### config.mk
export PLATFORM = sky130hd
export DESIGN_NAME = pipeline_hazard_ctrl
export DESIGN_NICKNAME = d
export VERILOG_FILES = /design/src/rtl/pipeline_hazard_ctrl.sv
export SDC_FILE = /design/constraint.sdc
export NUM_CORES = 1
export LEC_CHECK = 0
export CORE_MARGIN = 1
export CORE_UTILIZATION = 53
export DETAILED_ROUTE_END_ITERATION = 10
export PLACE_DENSITY = 0.83
export SETUP_SLACK_MARGIN = 0.5
export SLEW_MARGIN = 40
export SYNTH_ARGS = -nofsm -noshare
export SYNTH_HDL_FRONTEND = slang
export SYNTH_SLANG_ARGS = --single-unit
### constraint.sdc
create_clock -name clk -period 4.2 [get_ports clk]
set_clock_uncertainty 0.2 [all_clocks]
set_input_delay 0.84 -clock clk [delete_from_list [all_inputs] [get_ports clk]]
set_output_delay 0.84 -clock clk [all_outputs]
set_load 0.005 [all_outputs]
### src/rtl/pipeline_hazard_ctrl.sv
// Pipeline hazard controller for a 5-stage in-order pipeline.
// Decides per cycle whether the pipeline advances, freezes on a cache miss,
// flushes on a taken branch/jump, or inserts one bubble on a load-use hazard.
// Also keeps saturating performance counters for stalls, bubbles and flushes.
module pipeline_hazard_ctrl (
    input  logic        clk,
    input  logic        rst,
    input  logic        imem_read,
    input  logic        imem_resp,
    input  logic        dmem_read,
    input  logic        dmem_write,
    input  logic        dmem_resp,
    input  logic [4:0]  id_rs1,
    input  logic [4:0]  id_rs2,
    input  logic [4:0]  ex_rd,
    input  logic        ex_is_load,
    input  logic        ex_valid,
    input  logic [1:0]  pcmux_sel,
    output logic        load_pc,
    output logic        load_if_id,
    output logic        load_id_ex,
    output logic        load_ex_mem,
    output logic        load_mem_wb,
    output logic        flush_if_id,
    output logic        flush_id_ex,
    output logic [31:0] stall_cycles,
    output logic [31:0] bubble_count,
    output logic [31:0] flush_count
);

    typedef enum logic [1:0] {
        ST_RUN       = 2'd0,
        ST_MEM_STALL = 2'd1,
        ST_BUBBLE    = 2'd2
    } state_e;

    state_e      state_q, state_d;
    logic        pend_taken_q, pend_taken_d;
    logic        pend_lu_q, pend_lu_d;
    logic [31:0] stall_cycles_q, stall_cycles_d;
    logic [31:0] bubble_count_q, bubble_count_d;
    logic [31:0] flush_count_q, flush_count_d;

    logic        mem_stall_s;
    logic        taken_raw_s;
    logic        lu_raw_s;
    logic        in_stall_s;
    logic        taken_s;
    logic        lu_s;
    logic        do_flush_s;
    logic        do_bubble_s;

    // Counters stop at all-ones rather than wrapping back to zero.
    function automatic logic [31:0] sat_inc(input logic [31:0] v, input logic en);
        logic [31:0] r;
        if (en && (v != 32'hFFFF_FFFF)) begin
            r = v + 32'd1;
        end else begin
            r = v;
        end
        return r;
    endfunction

    // Hazard detection; pending conditions captured during a freeze are
    // replayed on the first cycle the memory system releases the pipeline.
    always_comb begin
        mem_stall_s = (imem_read & ~imem_resp) | ((dmem_read | dmem_write) & ~dmem_resp);
        taken_raw_s = ex_valid & (pcmux_sel != 2'd0);
        lu_raw_s    = ex_valid & ex_is_load & (ex_rd != 5'd0)
                      & ((ex_rd == id_rs1) | (ex_rd == id_rs2))
                      & (state_q != ST_BUBBLE);
        in_stall_s  = (state_q == ST_MEM_STALL);
        taken_s     = taken_raw_s | (in_stall_s & pend_taken_q);
        lu_s        = lu_raw_s | (in_stall_s & pend_lu_q);
        do_flush_s  = ~mem_stall_s & taken_s;
        do_bubble_s = ~mem_stall_s & ~taken_s & lu_s;
    end

    // Enable/flush decode with priority stall > flush > bubble; all quiet in reset.
    always_comb begin
        load_pc     = 1'b0;
        load_if_id  = 1'b0;
        load_id_ex  = 1'b0;
        load_ex_mem = 1'b0;
        load_mem_wb = 1'b0;
        flush_if_id = 1'b0;
        flush_id_ex = 1'b0;
        if (!rst) begin
            load_pc = 1'b0;
        end else if (mem_stall_s) begin
            load_pc = 1'b0;
        end else if (taken_s) begin
            load_pc     = 1'b1;
            load_if_id  = 1'b1;
            load_id_ex  = 1'b1;
            load_ex_mem = 1'b1;
            load_mem_wb = 1'b1;
            flush_if_id = 1'b1;
            flush_id_ex = 1'b1;
        end else if (lu_s) begin
            load_id_ex  = 1'b1;
            load_ex_mem = 1'b1;
            load_mem_wb = 1'b1;
            flush_id_ex = 1'b1;
        end else begin
            load_pc     = 1'b1;
            load_if_id  = 1'b1;
            load_id_ex  = 1'b1;
            load_ex_mem = 1'b1;
            load_mem_wb = 1'b1;
        end
    end

    // Next-state, pending-condition and counter update logic.
    always_comb begin
        state_d        = ST_RUN;
        pend_taken_d   = 1'b0;
        pend_lu_d      = 1'b0;
        if (mem_stall_s) begin
            state_d      = ST_MEM_STALL;
            pend_taken_d = (in_stall_s & pend_taken_q) | taken_raw_s;
            pend_lu_d    = (in_stall_s & pend_lu_q) | lu_raw_s;
        end else if (lu_s) begin
            state_d = ST_BUBBLE;
        end else begin
            state_d = ST_RUN;
        end
        stall_cycles_d = sat_inc(stall_cycles_q, mem_stall_s);
        bubble_count_d = sat_inc(bubble_count_q, do_bubble_s);
        flush_count_d  = sat_inc(flush_count_q, do_flush_s);
    end

    // State and counter registers, cleared asynchronously by reset.
    always_ff @(posedge clk or negedge rst) begin
        if (!rst) begin
            state_q        <= ST_RUN;
            pend_taken_q   <= 1'b0;
            pend_lu_q      <= 1'b0;
            stall_cycles_q <= 32'd0;
            bubble_count_q <= 32'd0;
            flush_count_q  <= 32'd0;
        end else begin
            state_q        <= state_d;
            pend_taken_q   <= pend_taken_d;
            pend_lu_q      <= pend_lu_d;
            stall_cycles_q <= stall_cycles_d;
            bubble_count_q <= bubble_count_d;
            flush_count_q  <= flush_count_d;
        end
    end

    assign stall_cycles = stall_cycles_q;
    assign bubble_count = bubble_count_q;
    assign flush_count  = flush_count_q;

endmodule

==> impl_results.md, run 1 <==
- Violated checks: DRC
- Final Wtd Congestion: around 0.87
- Netlist area before placement: a little under 5000 um^2
- Syn avg cell area: ~11 um^2
- DRC: 16
- Final nets: about 610
- N_diodes: 0
- Largest cells by area after synthesis: dfrtp_1 52%, xnor2_1 12%, xor2_1 6.3%
- Vias in the first global route: just under 4,000
- Post-synth ARST share: between 90% and 100%
- Critical path launch point type: input port
- First-pass GRT wire length: 19,000 um
- CTS H-tree lvls: 3
- Worst-case vdd ir drop: between 0.2 and 0.25 mV
- Hold slack: about 0.18 ns
- Row count: 34
- Power density cells: around 330 nW/um^2
- Status: complete, but fails checks
- Post-synth EDFFs: 0
- Num CTS Buffers: 9
- #FFs+latches synth: 100
- Die X: 97.7 um
- Worst Path Arrival: between 2 and 3 ns
- DR pass1 iterations: 7
- Minimum clock period: about 3.6 ns
- Post-synthesis xor/xnor area fraction: 18.6%
- Die Y: about 100 um
- Setup WS post-layout: between 0.5 and 0.6 ns
- Total of warnings raised by yosys: 0
- CTS max path bufs: 2
- Fin area: around 6400 um^2
- Syn nets: roughly 480
- Avg WL per Cell: around 16 um
- Max FO, Critical Path: 3
- Slew margin rel.: a little under three fifths
- Tcrit/Tclk final: between 80% and 90%
- Leakage: 2.80 nW
- Adder-Cell Fraction of Synth Area: less than 1%
- Met2 usage: approximately two fifths
- DP Cell Count: 682
- Register area: approximately 2500 um^2
- Hold Path Class: input port to async pin
- Final TNS setup: 0 ns
- Tot Pwr: between 2 and 2.5 mW
- CP endpoint kind: output pin
- Initial core utilization: around 55%
- Initial antenna violation count: 0
- Largest net degree at the start of global routing: 74
- Hold Vio Cnt, Final: 0
- Unrepaired setup endpoints after global routing: no
- Post-route ant nets: 0
- Multi-input logic area: 2260 um^2
- I/O pin total: ~130
- Port bufs: approximately 130
- Synth Area in Compound Gates: under 10%
- Post-synthesis sequential area ratio: between 50% and 60%
- Util after Layout: 73.2%
- Largest family of logic cells by synthesized area: simple AND/OR/NAND/NOR gates
- Clock Sinks: 100
- Distinct cells, synth: 43
- Cell count after synthesis: 449
- Routed wire length: 11,200 um
- Slew Limit Fails: 0
- Die area: 9540 um^2
- Fmax: 0.275 GHz
- Vias: 3,875
- Area Growth Syn to Fin: 32.8%
- Overall Global Routing Usage: about a quarter
- Core area: between 8000 and 9000 um^2
- Detailed Route Iter0 Violations: around 150
- Post-synth top flop: dfrtp_1
- Clock slew at reported path FFs: about 0.10 ns
- Data required time of the worst path: approximately 3.2 ns
- Final cell count without fillers: roughly 700
- Largest area contributor in the netlist: dfrtp_1
- GR Util met1: 33.8%
- Post-DP HPWL: ~8200 um
- Critical path class: input port to output pin
- Share of cells above drive strength 1: under 10%
- Worst slew pin tran: about 0.64 ns
- Mux cell area share after synthesis: less than 1%
- Max Cap Viol: 0
- Via density: about 5.6
- Setup violations, final: 0
- Count leader, synth: dfrtp_1
- Met3 Usage GRT: between 6 and 7%
- List of most frequent post-synthesis cells: 100 x dfrtp_1, 68 x xnor2_1, 40 x nor2_1, 38 x nand3_1
- Area after DPL: 6240 um^2
- Total setup buffers inserted after CTS: 0
- CTS tree: yes
- Gr busiest metal: met2
- Number of fill cells: ~630
- Setup Slack @ Placement: approximately 0.14 ns
- Share of the synthesized area in the top cell type: 51.6%
- CTS root buffer: clkbuf_8
- Remaining Overflow, GRT: 0
- Synthesized-area fraction occupied by and/or/nand/nor cells: 24.5%
- Worst-Skew Late Latency: between 0.3 and 0.4 ns
==> path summary, 6_finish.rpt <==
kind	depth (start not counted)	endpoint	from	slack, ns
setup / recovery	7	load_if_id	ex_rd[4]	0.56
hold / removal	1	stall_cycles[5]$_DFFE_PN0P_	rst	0.18
setup reg to reg	9	stall_cycles[15]$_DFFE_PN0P_	stall_cycles[0]$_DFFE_PN0P_	1.69
hold reg to reg	1	stall_cycles[15]$_DFFE_PN0P_	stall_cycles[15]$_DFFE_PN0P_	0.30
max in group asynchronous	2	flush_count[22]$_DFFE_PN0P_	rst	2.67
min in group clk	1	stall_cycles[15]$_DFFE_PN0P_	stall_cycles[15]$_DFFE_PN0P_	0.30
==> repair_timing <==
item                       in CTS  in global routing
pin swaps                       1                  0
setup endpoints to repair       3                  1
hold buffers                    0                  0
gates resized for setup         9                  2
==> final cells by class <==
type / count / area share [%]
repair buffers: 133 / 20.3
flip-flops and latches: 100 / 38.8
well taps: 108 / 2.10
clock buffers: 11 / 2.19
inverters: 8 / 0.466
multi-input cells: 333 / 35.1
clock inverters: 5 / 1.01
==> registers in the layout, summed over array words and instances (netlist names) <==
| signal | flops |
|---|---|
| bubble_count | 32 |
| flush_count | 32 |
| pend_lu_q | 1 |
| pend_taken_q | 1 |
| stall_cycles | 32 |
| state_q | 2 |
==> routing by layer <==
layer / wire, um / part of all wire [%]
met1: 4990 / 45
met2: 5350 / 48
met3: 626 / 5.6
met4: 207 / 1.9
met5: 0 / 0
==> power breakdown <==
group	switching (mW)	internal (mW)	leakage, nW	total (mW)
Sequential	0.103	1.03	1.36	1.13
Clock	0.337	0.300	0.105	0.637
Combinational	0.127	0.207	1.34	0.334
Total	0.567	1.53	2.80	2.10
==> worst max-delay path: stages <==
cell,delay [ns]
clkdlybuf4s50_1,0.47
or4_1,0.42
o2111a_1,0.27
nand2_1,0.07
o21ai_1,0.08
nor2_2,0.18
dlygate4sd2_1,0.26
==> cells in the final DEF (no fill, tap or decap), types with 2 or more instances in the layout <==
cell type,instances
and4_1,14
buf_4,5
nand4_2,4
clkdlybuf4s50_1,121
clkbuf_8,10
mux2_2,3
and2_1,2
nand3_2,2
or3_1,2
ha_1,3
nor2_1,39
nand3_1,38
nor4_1,2
nor3_1,10
nand2_1,31
inv_1,8
xnor2_1,68
nand4_1,35
dfrtp_1,100
xor2_1,35
nand2b_1,4
or2_1,2
and3_1,18
dlygate4sd2_1,5
inv_6,3
==> cell families after synthesis <==
| group | Yosys count |
|---|---|
| DFF | 100 |
| AOI/OAI and AO/OA | 12 |
| muxes | 3 |
| buffers and inverters | 16 |
| xor gates and xnor gates | 103 |
| and+or+nand+nor | 212 |
| adders and majority gates | 3 |
(Power assumes the default switching activity.)
==> inputs of run 2 (changes only) <==
- CORE_MARGIN: 1 -> 2
- CORE_UTILIZATION: 53 -> 40
- PLACE_DENSITY: 0.83 -> 0.65
==> run 2 against run 1 <==
  * The flow now finishes without violations
  * Sequential share of layout area is 0.88 points lower
  * Critical path type unchanged
  * Critical path depth stayed put
  * Global-route usage is 6.3 points lower
  * Combinational power is 2% higher
  * Flip-flop and latch count stayed put
  * Critical endpoint is now load_pc
  * Total power is 8.4% higher
==> impl_results.md, run 2 (synthesis results as in run 1) <==
- Status: finished clean
- Util after Layout: a little under three fifths
- Share of cells above drive strength 1: under 10%
- Largest net degree at the start of global routing: 57
- Critical path launch point type: input port
- Multi-input logic area: ~2300 um^2
- Avg WL per Cell: approximately 16 um
- Setup violations, final: 0
- Hold Vio Cnt, Final: 0
- Remaining Overflow, GRT: 0
- CTS H-tree lvls: 3
- Die Y: approximately 110 um
- Fmax: 0.275 GHz
- Worst slew pin tran: between 0.7 and 0.8 ns
- Area after DPL: roughly 6300 um^2
- Worst-case vdd ir drop: between 0.2 and 0.25 mV
- Overall Global Routing Usage: a little under a fifth
- I/O pin total: around 130
- Data required time of the worst path: ~3.2 ns
- Max Cap Viol: 0
- DR pass1 iterations: 4
- DRC: 0
- Post-DP HPWL: a little under 9000 um
- Max FO, Critical Path: 2
- CTS max path bufs: 2
- Core area: around 12,000 um^2
- CTS tree: yes
- Power density cells: about 350 nW/um^2
- Number of fill cells: roughly 1,100
- Critical path class: input port to output pin
- Leakage: approximately 2.8 nW
- Slew margin rel.: 52.8%
- DP Cell Count: slightly above 700
- N_diodes: 0
- Final nets: ~620
- Routed wire length: roughly 12,000 um
- Clock slew at reported path FFs: around 0.060 ns
- Initial antenna violation count: 0
- Initial core utilization: just over 40%
- Slew Limit Fails: 0
- Vias: between 3,000 and 4,000
- Final Wtd Congestion: ~0.8
- Most frequent cells in the layout: 122 x clkdlybuf4s50_1, 100 x dfrtp_1, 68 x xnor2_1
- First-pass GRT wire length: just under 20,000 um
- Tcrit/Tclk final: 86.6%
- Detailed Route Iter0 Violations: between 150 and 200
- Via density: roughly 5.2
- Post-route ant nets: 0
- CP endpoint kind: output pin
- Hold Path Class: flip-flop to flip-flop
- Setup WS post-layout: ~0.56 ns
- Die X: 114 um
- Num CTS Buffers: 9
- Vias in the first global route: between 3,000 and 4,000
- Register area: around 2500 um^2
- CTS root buffer: clkbuf_16
- Minimum clock period: about 3.6 ns
- Worst-Skew Late Latency: between 0.3 and 0.4 ns
- Port bufs: approximately 130
- Final TNS setup: 0 ns
- Most common cell after layout, fill and taps aside: clkdlybuf4s50_1
- Tot Pwr: around 2.3 mW
- Clock Sinks: 100
- Unrepaired setup endpoints after global routing: yes
- Setup Slack @ Placement: 0.0736 ns
- Hold slack: a little under 0.3 ns
- Die area: 13,000 um^2
- Worst Path Arrival: roughly 2.6 ns
- Row count: 40
- Area Growth Syn to Fin: 35.9%
- Fin area: 6600 um^2
- Final cell count without fillers: between 700 and 800
-- run 2: changes by cell type in the layout (fill, tap and decap cells not counted) --
cell / change
buf_6: -1
o311a_2: -1
clkinv_2: +2
clkbuf_1: -1
buf_4: +4
dlygate4sd2_1: -1
inv_6: -3
o311a_1: +1
clkinv_4: -1
nor3_2: +2
clkdlybuf4s50_1: +1
nor3_1: -2
clkbuf_16: +9
clkbuf_8: -9
-- run 2: final cells by class --
class / count / share of cell area, %
clock buffer: 10 / 3.62
clock inverter: 3 / 0.607
inverter: 8 / 0.455
multi-input combinational: 333 / 34.4
sequential: 100 / 37.9
tap: 147 / 2.79
timing repair buffer: 136 / 20.1
-- run 2: metal layers --
layer	wire [um]	global-route usage (%)
met1	5520	25.9
met2	5480	28.8
met3	665	5.13
met4	103	5.04
met5	0	0
-- run 2: worst paths after layout --
path / startpoint / to / slack [ns] / depth (start not counted)
setup / recovery: ex_rd[2] / load_pc / 0.56 / 7
hold / removal: bubble_count[10]$_DFFE_PN0P_ / bubble_count[10]$_DFFE_PN0P_ / 0.30 / 1
setup reg to reg: flush_count[0]$_DFFE_PN0P_ / flush_count[18]$_DFFE_PN0P_ / 1.74 / 8
hold reg to reg: bubble_count[10]$_DFFE_PN0P_ / bubble_count[10]$_DFFE_PN0P_ / 0.30 / 1
max in group asynchronous: rst / stall_cycles[3]$_DFFE_PN0P_ / 2.23 / 3
min in group asynchronous: rst / stall_cycles[10]$_DFFE_PN0P_ / 0.42 / 2
-- run 2: timing repair --
action                                  4_1_cts  5_1_grt
hold buffers                                  0        0
pin swaps                                     1        1
endpoints found under the setup margin        3        3
resized for setup                             7        5
setup buffers                                 0        0
-- run 2: where the power goes --
group	total (mW)	switching (mW)	internal (mW)
sequential	1.13	0.101	1.03
combinational	0.342	0.134	0.208
clock	0.805	0.339	0.466
-- run 2: critical path, cell delays in order --
cell and delay [ns]:
clkdlybuf4s50_1 0.45, or4_1 0.51, o2111a_1 0.26, nand2_1 0.07, o21ai_1 0.09, nor2_2 0.13
dlygate4sd2_1 0.25
